===== config.mk =====
export PLATFORM = sky130hd
export DESIGN_NAME = fifo_skew_feeder
export DESIGN_NICKNAME = d
export VERILOG_FILES = /design/src/rtl/fifo_skew_feeder.sv
export SDC_FILE = /design/constraint.sdc
export NUM_CORES = 1
export LEC_CHECK = 0
export ABC_AREA = 1
export BUFFER_PORTS_ARGS = -buffer_cell sky130_fd_sc_hd__buf_2
export CAP_MARGIN = 30
export CORE_MARGIN = 1
export CORE_UTILIZATION = 62
export CTS_CLUSTER_SIZE = 20
export DETAILED_ROUTE_END_ITERATION = 16
export GPL_TIMING_DRIVEN = 0
export HOLD_SLACK_MARGIN = 0.1
export PLACE_DENSITY = 0.84
export SYNTH_ARGS = -nofsm -noshare
export SYNTH_HDL_FRONTEND = slang
export SYNTH_SLANG_ARGS = --single-unit

===== constraint.sdc =====
create_clock -name CLK -period 4.8 [get_ports CLK]
set_input_delay 0.24 -clock CLK [delete_from_list [all_inputs] [get_ports CLK]]
set_output_delay 0.24 -clock CLK [all_outputs]
set_load 0.02 [all_outputs]

===== src/rtl/fifo_skew_feeder.sv =====
// ============================================================================
//  Module      : fifo_skew_feeder
//  Description : Pops a bank of row FIFOs LEN times each with row i skewed by
//                i cycles, freezing the whole bank while any active row is
//                empty. Optional stall counter under FEED_STALL_CNT_EN.
//  Revision    : 1.0 - initial release
// ============================================================================
`default_nettype none

module fifo_skew_feeder #(
    parameter int ROWS      = 32,
    parameter int ROWS_LOG2 = 5,
    parameter int LEN_W     = 8
) (
    input  logic             CLK,
    input  logic             RST,
    input  logic             START,
    input  logic [LEN_W-1:0] LEN,
    input  logic [ROWS-1:0]  FIFO_EMPTY,
    output logic [ROWS-1:0]  POPE,
    output logic [ROWS-1:0]  VALID,
    output logic             BUSY,
    output logic             DONE
`ifdef FEED_STALL_CNT_EN
    ,
    output logic [15:0]      STALL_CNT
`endif
);

    localparam int T_W = ROWS_LOG2 + LEN_W + 1;
    // Modular arithmetic keeps LEN+ROWS-2 correct even for ROWS==1 (LEN>=1 in RUN).
    localparam logic [T_W-1:0] c_last_off = T_W'(ROWS - 2);

    typedef enum logic [1:0] {
        S_IDLE = 2'd0,
        S_RUN  = 2'd1,
        S_FIN  = 2'd2
    } state_t;

    state_t            r_state;
    state_t            w_next;
    logic [T_W-1:0]    r_t;
    logic [LEN_W-1:0]  r_len;
    logic [T_W-1:0]    w_len_ext;
    logic [ROWS-1:0]   w_active;
    logic              w_stall;
    logic              w_accept;
    logic              w_last;

    assign w_len_ext = {{(T_W-LEN_W){1'b0}}, r_len};
    assign w_accept  = (r_state == S_IDLE) && START;
    assign w_last    = (r_t == (w_len_ext + c_last_off));

    generate
        for (genvar i = 0; i < ROWS; i++) begin : g_row
            localparam logic [T_W-1:0] c_idx = T_W'(i);
            assign w_active[i] = (r_state == S_RUN) && (r_t >= c_idx) &&
                                 (r_t < (c_idx + w_len_ext));
        end
    endgenerate

    // Only rows inside their pop window can freeze the bank.
    assign w_stall = |(w_active & FIFO_EMPTY);

    always_ff @(posedge CLK) begin
        if (RST) begin
            r_state <= S_IDLE;
        end else begin
            r_state <= w_next;
        end
    end

    always_comb begin
        w_next = r_state;
        POPE   = '0;
        VALID  = '0;
        BUSY   = 1'b0;
        DONE   = 1'b0;
        case (r_state)
            S_IDLE: begin
                if (START) begin
                    w_next = (LEN == '0) ? S_FIN : S_RUN;
                end
            end
            S_RUN: begin
                BUSY  = 1'b1;
                POPE  = w_stall ? '0 : w_active;
                VALID = w_stall ? '0 : w_active;
                if (!w_stall && w_last) begin
                    w_next = S_FIN;
                end
            end
            S_FIN: begin
                BUSY   = 1'b1;
                DONE   = 1'b1;
                w_next = S_IDLE;
            end
            default: begin
                w_next = S_IDLE;
            end
        endcase
    end

    always_ff @(posedge CLK) begin
        if (RST) begin
            r_t   <= '0;
            r_len <= '0;
        end else if (w_accept) begin
            r_t   <= '0;
            r_len <= LEN;
        end else if ((r_state == S_RUN) && !w_stall) begin
            r_t   <= r_t + T_W'(1);
        end
    end

`ifdef FEED_STALL_CNT_EN
    logic [15:0] r_stall_cnt;

    always_ff @(posedge CLK) begin
        if (RST) begin
            r_stall_cnt <= '0;
        end else if (w_accept) begin
            r_stall_cnt <= '0;
        end else if ((r_state == S_RUN) && w_stall && (r_stall_cnt != 16'hFFFF)) begin
            r_stall_cnt <= r_stall_cnt + 16'd1;
        end
    end

    assign STALL_CNT = r_stall_cnt;
`endif

endmodule

`default_nettype wire


# [After elaboration in Yosys (flattened, before gate mapping)]
# Cells that the tools add are included.
[word_totals] ff_bits=24 in_bits=43 elab_cells=187
[op_classes] addsub=32 n_lt_le_gt_ge=64 n_eq_ne=5 mux=8 bitwise=1 reduce_logical=74
[op_table] cell="14-bit by 9-bit < comparator with 1-bit output" n=31
[op_table] cell="14-bit by 5-bit greater-or-equal comparator with 1-bit output, second input constant" n=16
[op_table] cell="5-bit by 8-bit adder with 9-bit output, first input constant" n=16
[op_table] cell="14-bit by 4-bit greater-or-equal comparator with 1-bit output, second input constant" n=8
[op_table] cell="4-bit by 8-bit adder with 9-bit output, first input constant" n=8
[op_table] cell="1-bit logical AND" n=67
[op_table] cell="32-bit two-way mux" n=2
[op_table] cell="14-bit by 3-bit greater-or-equal comparator with 1-bit output, second input constant" n=4
[op_table] cell="3-bit by 8-bit adder with 9-bit output, first input constant" n=4
[op_table] cell="32-bit AND" n=1
[op_table] cell="32-bit OR reduction" n=1
[op_table] cell="14-bit by 1-bit greater-or-equal comparator with 1-bit output, second input constant" n=2
[op_table] cell="14-bit by 2-bit greater-or-equal comparator with 1-bit output, second input constant" n=2
[op_table] cell="2-bit by 8-bit adder with 9-bit output, first input constant" n=2
[op_table] cell="14-bit by 1-bit adder with 14-bit output, second input constant" n=1
[op_table] cell="14-bit == test" n=1
[op_table] cell="14-bit by 8-bit < comparator with 1-bit output" n=1
[op_table] cell="1-bit by 8-bit adder with 9-bit output, first input constant" n=1
[op_table] cell="8-bit zero test" n=1
[op_table] cell="2-bit two-way mux" n=3
[op_table] cell="2-bit case mux with 2 select lines" n=1
[op_table] cell="2-bit OR reduction" n=2
[op_table] cell="2-bit by 1-bit == test with 1-bit output, second input constant" n=1
[op_table] cell="2-bit == test, second input constant" n=1
[op_table] cell="other kinds (6)" n=7

# [Longest topological paths before layout]
[depth] word_depth=9 mapped_depth=26 depth_no_buf=23

# [Least setup slack after synthesis]
# Ideal clock, no wire load.
[synth_timing] path_kind="register to output" startpoint="register r_len[4]" endpoint="output port VALID[24]" arrival_ns=3.904 setup_slack_ns=0.656 stages_incl_launch_ff=24 n_path_buf=5 cell_sequence="dfxtp_1 > clkbuf_1 > inv_1 > buf_1 > ha_1 > inv_1 > nor2_1 > clkbuf_1 > a21oi_1 > ha_1 > inv_1 > nor2_1 > nand2_1 > nor2_1 > nand2_1 > nand4_1 > nand2_1 > nor2_1 > nand2_1 > nor2_2 > nand2_1 > buf_2 > nor2_1 > buf_4"
[synth_between] elab_chain_cells=7 word_cells_on_any_way=99 cone_classes="add/sub (31); order compare (32); mux (2); bitwise (1); reduce/logical (33)"
[synth_rtl] element="start: declaration" line_no="43" text="logic [LEN_W-1:0] r_len;"
[synth_rtl] element="start signal: assignment" line_no="107" text="r_len <= '0;"
[synth_rtl] element="start signal: assignment" line_no="110" text="r_len <= LEN;"
[synth_rtl] element="1-bit by 8-bit adder with 9-bit output (tied with other cells)" line_no="58" text="(r_t < (c_idx + w_len_ext));"
[synth_rtl] element="14-bit by 9-bit < comparator with 1-bit output" line_no="58"
[synth_rtl] element="1-bit logical AND" line_no="57" text="assign w_active[i] = (r_state == S_RUN) && (r_t >= c_idx) &&"
[synth_rtl] element="32-bit AND" line_no="63" text="assign w_stall = |(w_active & FIFO_EMPTY);"
[synth_rtl] element="32-bit OR reduction" line_no="63"
[synth_rtl] element="32-bit two-way mux * (2 in series)"
[synth_rtl] element="end: declaration" line_no="21" text="output logic [ROWS-1:0] VALID,"
# Mark *: on every way between the ends. The rest lies on a longest branch, timed or not.

# [Final worst setup path]
[layout_timing] startpoint="register r_len[6]" endpoint="output port VALID[30]"
[layout_between] elab_chain_cells=7 word_cells_on_any_way=99 cone_classes="add/sub (31); order compare (32); mux (2); bitwise (1); reduce/logical (33)"
[layout_rtl] element="1-bit by 8-bit adder with 9-bit output (tied with other cells)" line_no="58"
[layout_rtl] element="14-bit by 9-bit < comparator with 1-bit output" line_no="58"
[layout_rtl] element="1-bit logical AND" line_no="57"
[layout_rtl] element="32-bit AND" line_no="63"
[layout_rtl] element="32-bit OR reduction" line_no="63"
[layout_rtl] element="32-bit two-way mux *" line_no="88" text="VALID = w_stall ? '0 : w_active;"
[layout_rtl] element="32-bit two-way mux *" line_no="79" text="case (r_state)"
# Marked as above.

==> results_dict.tcl <==
set metrics [dict create \
    hold_end "r_state[0]" \
    use_met2 0.684 \
    gr-usage-all-layers 0.440 \
    critPathCaptureType "primary output" \
    crit_arrival_ns 4.46 \
    syn_avg_cell_area_sq_um 6.00 \
    cts_sinks 24 \
    grt_use_met1 0.553 \
    critical_path_required_ns 4.56 \
    p_int_uw 795 \
    cts_root_buf "clkbuf_16" \
    hold_depth 2 \
    cts-htree-levels 1 \
    hold_viol 0 \
    cp-startpoint "r_len[6]" \
    drt-initial-drc-count 1122 \
    instances_no_fill 1971 \
    worstSetupPathType "reg2out" \
    ir_worst_vdd_uv 224 \
    yosysSeqAreaShare 0.0487 \
    tightest_slew_ns 1.01 \
    ys_warn_count 0 \
    syn_area_sq_um 9860 \
    fp.dieH_um 128 \
    cts_hold_buffers 0 \
    hold_ws_ns 0.151 \
    route.detailed.wl_per_inst_um 18.3 \
    pwr-share-seq 0.139 \
    p_comb_frac 0.719 \
    initial_utilization 0.642 \
    first_pass_iters 6 \
    placed_cells 1965 \
    ys_seq_elements 24 \
    die_area_sq_um 16400 \
    r2r_setup_slack_ns 0.58 \
    clk_latency_ns 0.27 \
    p_switching_uw 929 \
    multiInputGateArea_sq_um 8290 \
    timing.final.crit_share 0.979 \
    maxCapViolCount 0 \
    reg2reg_from "r_len[4]" \
    busiest_layer "met2" \
    hold_path_class "in2reg" \
    critPathMostFrequentCell "nand2_1" \
    ys_types 37 \
    swShare 0.539 \
    fillCellCount 1408 \
    grt_first_pass_wirelength_um 55400 \
    cts_tree "yes" \
    path_max_fanout 10 \
    r2r-end "r_t[8]" \
    nNetsFinal 2026 \
    antenna_found_initial 0 \
    rows 45 \
    cpPeakStageDelay_ns 0.42 \
    vias_per_cell 5.89 \
    io_buffers 108 \
    power_density_nw_per_um2 156 \
    drive_gt1_frac 0.142 \
    relSlewSlack 0.329 \
    gp_congestion 1.02 \
    cpMaxStageDelayCell "clkbuf_1" \
    core-area_sq_um 15400 \
    yosys.area.top_type_share 0.282 \
    reg2reg_depth 23 \
    power.share.clock 0.143 \
    cts_buffer_depth 2 \
    synthCells 1643 \
    dr_total_vias 11600 \
    path_cells "clkbuf_1 > nand2_1 > nor2_2 > clkbuf_2 > nand2_1 > ha_1 > nand4_1 > nor2_1 > nand3_2 > nand4_1 > nand2_1 > nor2_1 > nand2_1 > nor2_4 > nand2_2 > buf_4 > nor2_1 > buf_4 > buf_2" \
    area_growth_pct 12.1 \
    use_met3 0.0710 \
    grt_pass1_vias 10800 \
    fmax_ghz 0.213 \
    synth_top_cell_by_area "ha_1" \
    cts.clk_slew.worst_paths_ns 0.06 \
    fin_crit_ns 4.70 \
    routed_wl_um 36000 \
    register_area_sq_um 497 \
    hpwl_um 28800 \
    worstHoldStart "RST" \
    status "completed" \
    cts_buffers 3 \
    setup_viol 0 \
    start_kind "register" \
    leakage_uw 0.00633 \
    synth.area.top_cells "ha_1 28%, nand2_1 16%, xor2_1 8.6%, nor2_1 7.6%, inv_1 7.3%" \
    drc 0 \
    final_max_slew_viol_count 0 \
    syn-num-nets 1908 \
    grt-ovfl-total 0 \
    grt_max_degree 38 \
    antenna_cells 0 \
    ant_nets 0 \
    die_x_um 128 \
    io_pins 109 \
    finClkSkew_ns 0.00345 \
]
==> power by group through the flow <==
stage,sequential [uW],combinational (uW),clock (uW)
2_1_floorplan,229,829,0
3_3_place_gp,238,1110,0
3_5_place_dp,239,1150,0
4_1_cts,237,1180,245
5_1_grt,239,1380,251
6_report,239,1240,246
==> cells in the final DEF (no fill, tap or decap), types with 11 or more instances in the layout <==
cell type and n:
buf_2 119, nand3_1 134, inv_1 186, xor2_1 97, nor2_1 194, nand2_1 416
buf_4 40, o21ai_0 49, dfxtp_1 15, o21ai_1 11, a21oi_1 84, ha_1 218
inv_2 12, nand4_1 25, nor3_1 26
==> cell families after synthesis <==
group | Yosys count | synth area share
buffers and inverters | 281 | 0.124
AO/OA/AOI/OAI | 180 | 0.0977
AND/OR/NAND/NOR | 834 | 0.357
adder cells (fa/ha/maj) | 222 | 0.282
XOR/XNOR | 102 | 0.0906
flip-flops | 24 | 0.0487
==> metal layers <==
layer | vias up | part of all wire
met5 | - | 0
met4 | 0 | 0.075
met3 | 159 | 0.10
met2 | 660 | 0.42
met1 | 5256 | 0.40
li1 | 5529 | -
==> how the worst max path moves through the flow <==
stage,depth (start not counted),slack (ns),to
after detailed placement,21,-0.90,VALID[18]
after global placement,22,-0.94,VALID[18]
after floorplan,23,0.66,VALID[24]
after CTS,19,0.01,VALID[18]
final,19,0.10,VALID[30]
after global routing,25,-0.02,VALID[12]
==> critical path, delay by kind of cell (launching register included) <==
family                     cells  cell delay, ns
DFF                            1            0.30
adders and majority gates      1            0.31
buffers and inverters          5            1.32
and+or+nand+nor               13            2.26
==> sequential cells by signal, indices dropped and copies added (netlist names) <==
register	cells
r_len	8
r_state	2
r_t	14
==> synthesized netlist by cell type (all sizes together) <==
library cell / n
nor3: 28
o31ai: 3
buf: 54
xnor2: 5
nand2: 420
clkinv: 6
nand4: 25
a31oi: 2
xor2: 97
nand3b: 9
clkbuf: 22
dfxtp: 24
o211ai: 5
o21bai: 7
or2: 3
nand3: 137
nor4: 3
o21ai: 64
nor3b: 2
inv: 199
a21o: 3
a21oi: 93
o21a: 3
ha: 222
nor2: 207
==> stage by stage <==
stage	util	setup TNS, ns	setup WS (ns)	area (sq um)	total power, uW
2_1_floorplan	-	0	0.656	9860	1060
3_3_place_gp	0.694	-47.61	-0.940	10700	1350
3_5_place_dp	0.698	-46.45	-0.898	10700	1390
4_1_cts	0.712	0	0.0146	10900	1660
5_1_grt	0.719	-0.148	-0.0242	11100	1870
6_report	0.719	0	0.102	11100	1720
==> final cells by class <==
type | count | share of cell area
multi-input combinational | 1338 | 0.750
inverter | 205 | 0.0705
timing repair buffer | 115 | 0.0573
sequential | 24 | 0.0449
buffer | 73 | 0.0439
tap | 211 | 0.0239
clock buffer | 3 | 0.00679
clock inverter | 1 | 0.00272
timing repair inverter | 1 | 0.000453
==> what timing repair did <==
action | in CTS | in global routing
endpoints found under the hold margin | 0 | 0
gates cloned | 0 | 1
setup buffers | 0 | 4
gates resized for setup | 42 | 43
pin swaps | 0 | 3
endpoints found under the setup margin | 80 | 64
No activity file was read; power rests on OpenSTA's default activity.
